--- src/rtl/frame_write_ctrl.sv ---
// frame_write_ctrl: sequences OV7725 frames into the frame_buffer write port.
// Waits for sensor configuration and discards settling frames. Pairs bytes
// into RGB565 pixels and generates addr/we for each pixel. Supports continuous
// capture or single-shot snapshots.
module frame_write_ctrl #(
  parameter int H_PIX       = 320,
  parameter int V_LINES     = 240,
  parameter int ADDR_W      = 17,
  parameter int SKIP_FRAMES = 2
) (
  input  logic              pclk,
  input  logic              rst,
  input  logic              cfg_done,
  input  logic              mode_cont,
  input  logic              snap_req,
  input  logic              vsync,
  input  logic              href,
  input  logic [7:0]        d,
  output logic [ADDR_W-1:0] addr,
  output logic [15:0]       dout,
  output logic              we,
  output logic              busy,
  output logic              frame_done,
  output logic              overflow,
  output logic [7:0]        frame_cnt
);

  typedef enum logic [2:0] {IDLE, SKIP, ARMED, CAPTURE, DONE} state_t;

  // Counters carry one spare bit so they can run past the limits and saturate
  localparam int COL_W  = $clog2(H_PIX + 1) + 1;
  localparam int LINE_W = $clog2(V_LINES + 1) + 1;
  localparam logic [COL_W-1:0]  COL_LIM   = COL_W'(H_PIX);
  localparam logic [LINE_W-1:0] LINE_LIM  = LINE_W'(V_LINES);
  localparam logic [ADDR_W-1:0] LINE_STEP = ADDR_W'(H_PIX);
  localparam logic [7:0]        SKIP_LAST = (SKIP_FRAMES == 0) ? 8'd0 : 8'(SKIP_FRAMES - 1);

  state_t state, next_state;

  logic              s_vsync, s_vsync_d, s_href, s_href_d;
  logic [7:0]        s_d;
  logic [7:0]        skip_cnt;
  logic              snap_pend;
  logic              phase;
  logic [7:0]        hi;
  logic [COL_W-1:0]  col;
  logic [LINE_W-1:0] line;
  logic [ADDR_W-1:0] line_base;
  logic              pix_we;
  logic [ADDR_W-1:0] pix_addr;
  logic [15:0]       pix_data;

  logic fs, fe, line_end, capturing, pix_strobe, in_range, cap_start;

  assign fs         = s_vsync_d & ~s_vsync;
  assign fe         = ~s_vsync_d & s_vsync;
  assign line_end   = s_href_d & ~s_href;
  assign capturing  = (state == CAPTURE);
  assign pix_strobe = capturing & s_href & phase;
  assign in_range   = (col < COL_LIM) && (line < LINE_LIM);
  assign cap_start  = (state == ARMED) && (next_state == CAPTURE);
  assign busy       = capturing;
  assign frame_done = (state == DONE);

  // Register the camera pins once and keep a delayed copy for edge detection
  always_ff @(posedge pclk or posedge rst) begin
    if (rst) begin
      s_vsync   <= 1'b0;
      s_vsync_d <= 1'b0;
      s_href    <= 1'b0;
      s_href_d  <= 1'b0;
      s_d       <= 8'd0;
    end else begin
      s_vsync   <= vsync;
      s_vsync_d <= s_vsync;
      s_href    <= href;
      s_href_d  <= s_href;
      s_d       <= d;
    end
  end

  // State register
  always_ff @(posedge pclk or posedge rst) begin
    if (rst) state <= IDLE;
    else     state <= next_state;
  end

  // Next-state logic; losing sensor configuration abandons everything
  always_comb begin
    next_state = state;
    case (state)
      IDLE:    if (cfg_done) next_state = SKIP;
      SKIP:    if (SKIP_FRAMES == 0 || (fe && skip_cnt == SKIP_LAST)) next_state = ARMED;
      ARMED:   if (fs && (mode_cont || snap_pend)) next_state = CAPTURE;
      CAPTURE: if (fe) next_state = DONE;
      DONE:    next_state = ARMED;
      default: next_state = IDLE;
    endcase
    if (!cfg_done) next_state = IDLE;
  end

  // Settling-frame counter, snapshot request latch and captured-frame count
  always_ff @(posedge pclk or posedge rst) begin
    if (rst) begin
      skip_cnt  <= 8'd0;
      snap_pend <= 1'b0;
      frame_cnt <= 8'd0;
    end else begin
      if (state == SKIP) begin
        if (fe) skip_cnt <= skip_cnt + 8'd1;
      end else begin
        skip_cnt <= 8'd0;
      end
      if (state == IDLE || cap_start) snap_pend <= 1'b0;
      else if (snap_req)              snap_pend <= 1'b1;
      if (state == DONE) frame_cnt <= frame_cnt + 8'd1;
    end
  end

  // Byte pairing, line/column tracking and per-pixel write decision
  always_ff @(posedge pclk or posedge rst) begin
    if (rst) begin
      phase     <= 1'b0;
      hi        <= 8'd0;
      col       <= '0;
      line      <= '0;
      line_base <= '0;
      overflow  <= 1'b0;
      pix_we    <= 1'b0;
      pix_addr  <= '0;
      pix_data  <= 16'd0;
    end else begin
      if (!capturing || !s_href) phase <= 1'b0;
      else                       phase <= ~phase;
      if (capturing && s_href && !phase) hi <= s_d;
      pix_we <= 1'b0;
      if (cap_start) begin
        col       <= '0;
        line      <= '0;
        line_base <= '0;
        overflow  <= 1'b0;
      end else if (capturing) begin
        if (pix_strobe) begin
          pix_addr <= line_base + ADDR_W'(col);
          pix_data <= {hi, s_d};
          pix_we   <= in_range & cfg_done;
          if (!in_range) overflow <= 1'b1;
          if (col != '1) col <= col + 1'b1;
        end else if (line_end && col != '0) begin
          line_base <= line_base + LINE_STEP;
          if (line != '1) line <= line + 1'b1;
          col <= '0;
        end
      end
    end
  end

  // Registered write port; addr/dout hold their last value between writes
  always_ff @(posedge pclk or posedge rst) begin
    if (rst) begin
      we   <= 1'b0;
      addr <= '0;
      dout <= 16'd0;
    end else if (pix_we && capturing) begin
      we   <= 1'b1;
      addr <= pix_addr;
      dout <= pix_data;
    end else begin
      we   <= 1'b0;
    end
  end

endmodule
--- config.mk ---
export PLATFORM = sky130hd
export DESIGN_NAME = frame_write_ctrl
export DESIGN_NICKNAME = d
export VERILOG_FILES = /design/src/rtl/frame_write_ctrl.sv
export SDC_FILE = /design/constraint.sdc
export NUM_CORES = 1
export LEC_CHECK = 0
export BUFFER_PORTS_ARGS = -buffer_cell sky130_fd_sc_hd__buf_4
export CAP_MARGIN = 25
export CORE_AREA = 5 5 116 118
export DETAILED_ROUTE_END_ITERATION = 16
export DIE_AREA = 0 0 121 123
export HOLD_SLACK_MARGIN = 0.06
export PLACE_DENSITY = 0.7
export SYNTH_ARGS = -nofsm -noshare
export SYNTH_HDL_FRONTEND = slang
export SYNTH_SLANG_ARGS = --single-unit
--- constraint.sdc ---
create_clock -name pclk -period 8.6 [get_ports pclk]
set_clock_uncertainty 0.05 [all_clocks]
set_input_delay 0 -clock pclk [delete_from_list [all_inputs] [get_ports pclk]]
set_output_delay 0 -clock pclk [all_outputs]
set_load 0.01 [all_outputs]
Word-level counts from Yosys, hierarchy flattened
Index checks and enable logic that the tools add are counted.
{"block": "totals", "rom_bits": 0, "out_inout_bits": 45, "n_memories": 0, "latchBits": 0, "wordCells": 111, "regBits": 146, "ramBits": 0}
{"block": "op_classes", "n_addsub": 6, "multipliers": 0, "mux": 32, "div_mod_pow": 0, "shifts": 0, "n_eq_ne": 12, "bitwise_logic": 11, "n_lt_le_gt_ge": 2, "reduce_logical": 27}
{"operator": "$mux 17", "n": 4}
{"operator": "$mux 10", "n": 5}
{"operator": "$mux 9", "n": 5}
{"operator": "$add 17x10->17", "n": 1}
{"operator": "$add 17x9->17 const B", "n": 1}
{"operator": "$add 8x1->8 const B", "n": 2}
{"operator": "$mux 8", "n": 2}
{"operator": "$pmux 3 s5", "n": 1}
{"operator": "$mux 3", "n": 4}
{"operator": "$reduce_and 3->1", "n": 4}
{"operator": "$mux 1", "n": 11}
{"operator": "$add 10x1->10 const B", "n": 1}
{"operator": "$lt 10x9->1 const B", "n": 1}
{"operator": "$ne 10x10->1 const B", "n": 1}
{"operator": "$reduce_bool 10->1", "n": 1}
{"operator": "$reduce_bool 2->1", "n": 5}
{"operator": "$add 9x1->9 const B", "n": 1}
{"operator": "$eq 3x2->1 const B", "n": 3}
{"operator": "$lt 9x8->1 const B", "n": 1}
{"operator": "$ne 9x9->1 const B", "n": 1}
{"operator": "$eq 8x1->1 const B", "n": 1}
{"operator": "$logic_and 1x1->1", "n": 8}
{"operator": "$and 1x1->1", "n": 6}
{"operator": "$not 1->1", "n": 5}
{"operator": "other kinds (10)", "n": 15}

Depth between registers and ports, before layout
{"block": "logic_depth", "depth_word": 10, "depth_mapped": 8}

Worst setup path before layout
No wires, ideal clock.
{"block": "synth_timing", "kind": "flip-flop to flip-flop", "start": "reg line[0]", "end": "reg line[6]", "path_slack_ns": 6.660, "t_required_ns": 8.415, "path_stages_with_launch": 9, "t_arrival_ns": 1.755, "cell_sequence": "dfrtp_1 ha_1 nand2_1 nor3_1 ha_1 nand2b_1 or3_1 o311ai_1 o31ai_1"}
{"block": "synth_between", "elab_chain_len": 6}
{"item": "start, declared", "line": "47", "text": "logic [LINE_W-1:0] line;"}
{"item": "start signal, assigned", "line": "151", "text": "if (line != '1) line <= line + 1'b1;"}
{"item": "$add 9x1->9", "line": "151"}
{"item": "$mux 9", "line": "151"}
{"item": "$mux 9", "line": "149", "text": "end else if (line_end && col != '0) begin"}
{"item": "$mux 9", "line": "143", "text": "if (pix_strobe) begin"}
{"item": "$mux 9", "line": "142", "text": "end else if (capturing) begin"}
{"item": "$mux 9", "line": "137", "text": "if (cap_start) begin"}
Several ways; a longest one is shown, not always the timed one. The select of a mux whose other input is x is not followed.
A chain may end at the register's enable or synchronous reset.

Final worst setup path
{"block": "layout_timing", "start": "reg state[0]", "end": "reg col[3]"}
{"block": "layout_between", "elab_chain_len": 7}
{"item": "start, declared", "line": "38", "text": "state_t state, next_state;"}
{"item": "start signal, assigned", "line": "85", "text": "else state <= next_state;"}
{"item": "$eq 3x3->1, or another cell as far along", "line": "91", "text": "case (state)"}
{"item": "$pmux 3 s5", "line": "91"}
{"item": "$mux 3", "line": "99", "text": "if (!cfg_done) next_state = IDLE;"}
{"item": "$eq 3x2->1", "line": "61", "text": "assign cap_start = (state == ARMED) && (next_state == CAPTURE);"}
{"item": "$logic_and 1x1->1", "line": "61"}
{"item": "$ne 3x1->1 (no source line), or another cell as far along"}
{"item": "$reduce_and 3->1 (no source line)"}
{"item": "end signal, assigned", "line": "148", "text": "if (col != '1) col <= col + 1'b1;"}
{"item": "end, declared", "line": "46", "text": "logic [COL_W-1:0] col;"}
Several ways; a longest one is shown, not always the timed one. The select of a mux whose other input is x is not followed.

==> run metrics <==
syn nets between 500 and 600; fin crit share approximately 29%; sequential area share after synthesis a little under three fifths; DR vias/cell 5.436; most common cell in the netlist dfrtp_1; CTS H-tree lvls 4; final setup margin just over 6 ns; Core ar. roughly 12000 µm²; Slew Limit Fails 0; Die X 121 µm; Seq cells post-synth 140; Worst Hold Class input pin to flop; Register Area between 3000 and 4000 µm²; pin slew with the least headroom to its limit 0.9254 ns; synth top area cells dfrtp_1 (56%), mux2_2 (7.6%), nand2_1 (5.6%); pwr/cell area between 200 and 250 nW/µm²; CTS tree built; Post-Route Setup TNS 0 ns; dpl hpwl 8036 µm; Synth area leader dfrtp_1; outcome completed; clk buf depth 2; share of the synthesized area in the top cell type 56.34%; Final min period 2.488 ns; FFs w/ async S/R, synth 100.0%; Boundary Pins 60; Die Area 14880 µm²; CTS sink cnt 140; Cell Chain, Critical Path nand3b_4, clkinv_1, nand3_2, or4_1, a21oi_1; number of synthesized flops with an enable pin 0; Critical-path top delay cell or4_1; Setup Crit Path Kind flop to flop; Port Buffer Count between 50 and 60; peak supply drop 127.3 µV; clk_lat worst skew ~0.42 ns; ANT cells 0; number of DRC markers in iteration 0 between 300 and 400; top fanout value on the critical path 44; Filler cells 999; total grt overflow 0; Initial Util about 50%; crit path buf inv count 1; Required @ worst endpoint around 8.9 ns; vias approximately 4400; FMAX between 400 and 500 MHz; Core Rows just over 40; CP Launch Type flop; drc violations 0; Die Height 123 µm; Largest stage delay, worst path ~0.73 ns; Post-synth top cells dfrtp_1 (140), nand2_1 (93), mux2_2 (42); Top delay family on crit path simple AND/OR/NAND/NOR gates; top_reg_cell synth dfrtp_1; Max-Cap Viols 0; clk slew on worst S/H paths around 0.06 ns; RSZ-0062 raised after global routing no; Post-CTS Setup Bufs 0; Synth cell types 51; global-route wire length before repair between 20000 and 25000 µm; GP Congestion roughly 0.86; crit end category flop; CTS Buf Count 17; DP Area ~6700 µm²; Leak Pwr about 3.6 nW; remaining antenna violation count 0; Slew headroom between 30% and 40%; final design area excluding fillers ~7500 µm²; fraction of layout cells with a size suffix above 1 22.68%; area occupied by multi-input gates roughly 2500 µm²; pin count of the biggest net entering global routing between 70 and 80; area growth from synthesis to layout 19.86%; Final Hold Vio Count 0; syn_area_per_cell around 11 µm²; setup violators final 0; Post-Syn Area roughly 6200 µm²; Arrival @ worst endpoint 2.78 ns; Gate Count Post-Synth around 560; DRT Pass-1 Iters 4; dpl ws 6.131 ns; layout net count ~650; Routed WL per cell roughly 15 µm; final wirelength roughly 12000 µm; gr usage total roughly 18%; clock root cell clkbuf_16; initial antenna violation count 0; YS warnings 0; vias in the first global route approximately 4400
what timing repair did:
action                    4_1_cts  5_1_grt
hold endpoints to repair       88        0
gates resized for setup         0        0
hold buffers                   13        0
layout make-up:
cell class / instances / area share, %
multi-input combinational: 370 / 33.32
sequential: 140 / 47.00
timing repair buffer: 76 / 8.091
tap: 172 / 2.887
clock inverter: 11 / 1.595
clock buffer: 21 / 6.178
inverter: 17 / 0.9233
worst paths after layout:
| path | start | end | slack, ns | cells past startpoint |
|---|---|---|---|---|
| setup / recovery | state[0] | col[3] | 6.11 | 5 |
| hold reg to reg | s_vsync | s_vsync_d | 0.36 | 0 |
| setup reg to reg | state[0] | col[3] | 6.11 | 5 |
| hold / removal | mode_cont | state[0] | 0.16 | 4 |
| max in group asynchronous | rst | addr[15] | 7.04 | 4 |
| min in group asynchronous | rst | addr[0] | 0.18 | 3 |
cell usage in the layout (no fill, tap or decap), drive strengths merged, types with 10 or more instances in the layout:
cell type,synthesis,layout
nand4,14,14
dfrtp,140,140
xor2,10,10
o31ai,13,13
nor2,23,23
o21ai,20,20
nand3,13,13
a21oi,15,15
xnor2,11,11
dlygate4sd3,0,13
nand2,93,93
or4,10,10
clkbuf,7,21
mux2,42,42
inv,16,16
buf,21,63
ha,12,12
worst reg2reg max path: stages, from the launching register on:
cell and delay (ns):
dfrtp_1 0.52, nand3b_4 0.19, clkinv_1 0.14, nand3_2 0.62
or4_1 0.75, a21oi_1 0.15
report_power, final:
part / internal, W / total (W) / switching (W)
logic: 0.0000485 / 0.000116 / 0.0000680
registers: 0.000682 / 0.000708 / 0.0000260
clock network: 0.000439 / 0.000712 / 0.000273
flip-flops by register name (all words and copies together) (netlist names), 3 cells and up:
register / flops
addr: 17
col: 10
dout: 16
frame_cnt: 8
hi: 8
line: 9
line_base: 11
pix_addr: 17
pix_data: 16
s_d: 8
skip_cnt: 8
state: 3
per-stage QoR:
stage               instances  hold WS (ns)  util [%]  total power, W
floorplan                 555      -0.01857         -       0.0008004
global placement          762       0.05924     54.55       0.0008250
detailed placement        762       0.06061     54.55       0.0008307
CTS                       807        0.1638     60.29        0.001547
global route              807        0.1578     60.29        0.001599
finish                    807        0.1625     60.29        0.001536
per-layer routing:
layer | routed length [µm] | vias to the layer above | global-route usage, %
met5 | 0 | - | 0
li1 | - | 2109 | -
met4 | 214 | 0 | 7.790
met3 | 610 | 17 | 5.261
met2 | 6102 | 81 | 28.59
met1 | 5516 | 2180 | 23.56
kinds of logic after synthesis:
group,synth area share [%]
simple gates,16.82
flops,56.34
compound gates,8.652
mux,9.054
buf+inv,3.763
xor+xnor,2.958
fa+ha+maj,2.414
Power figures use the tool's default switching activity.
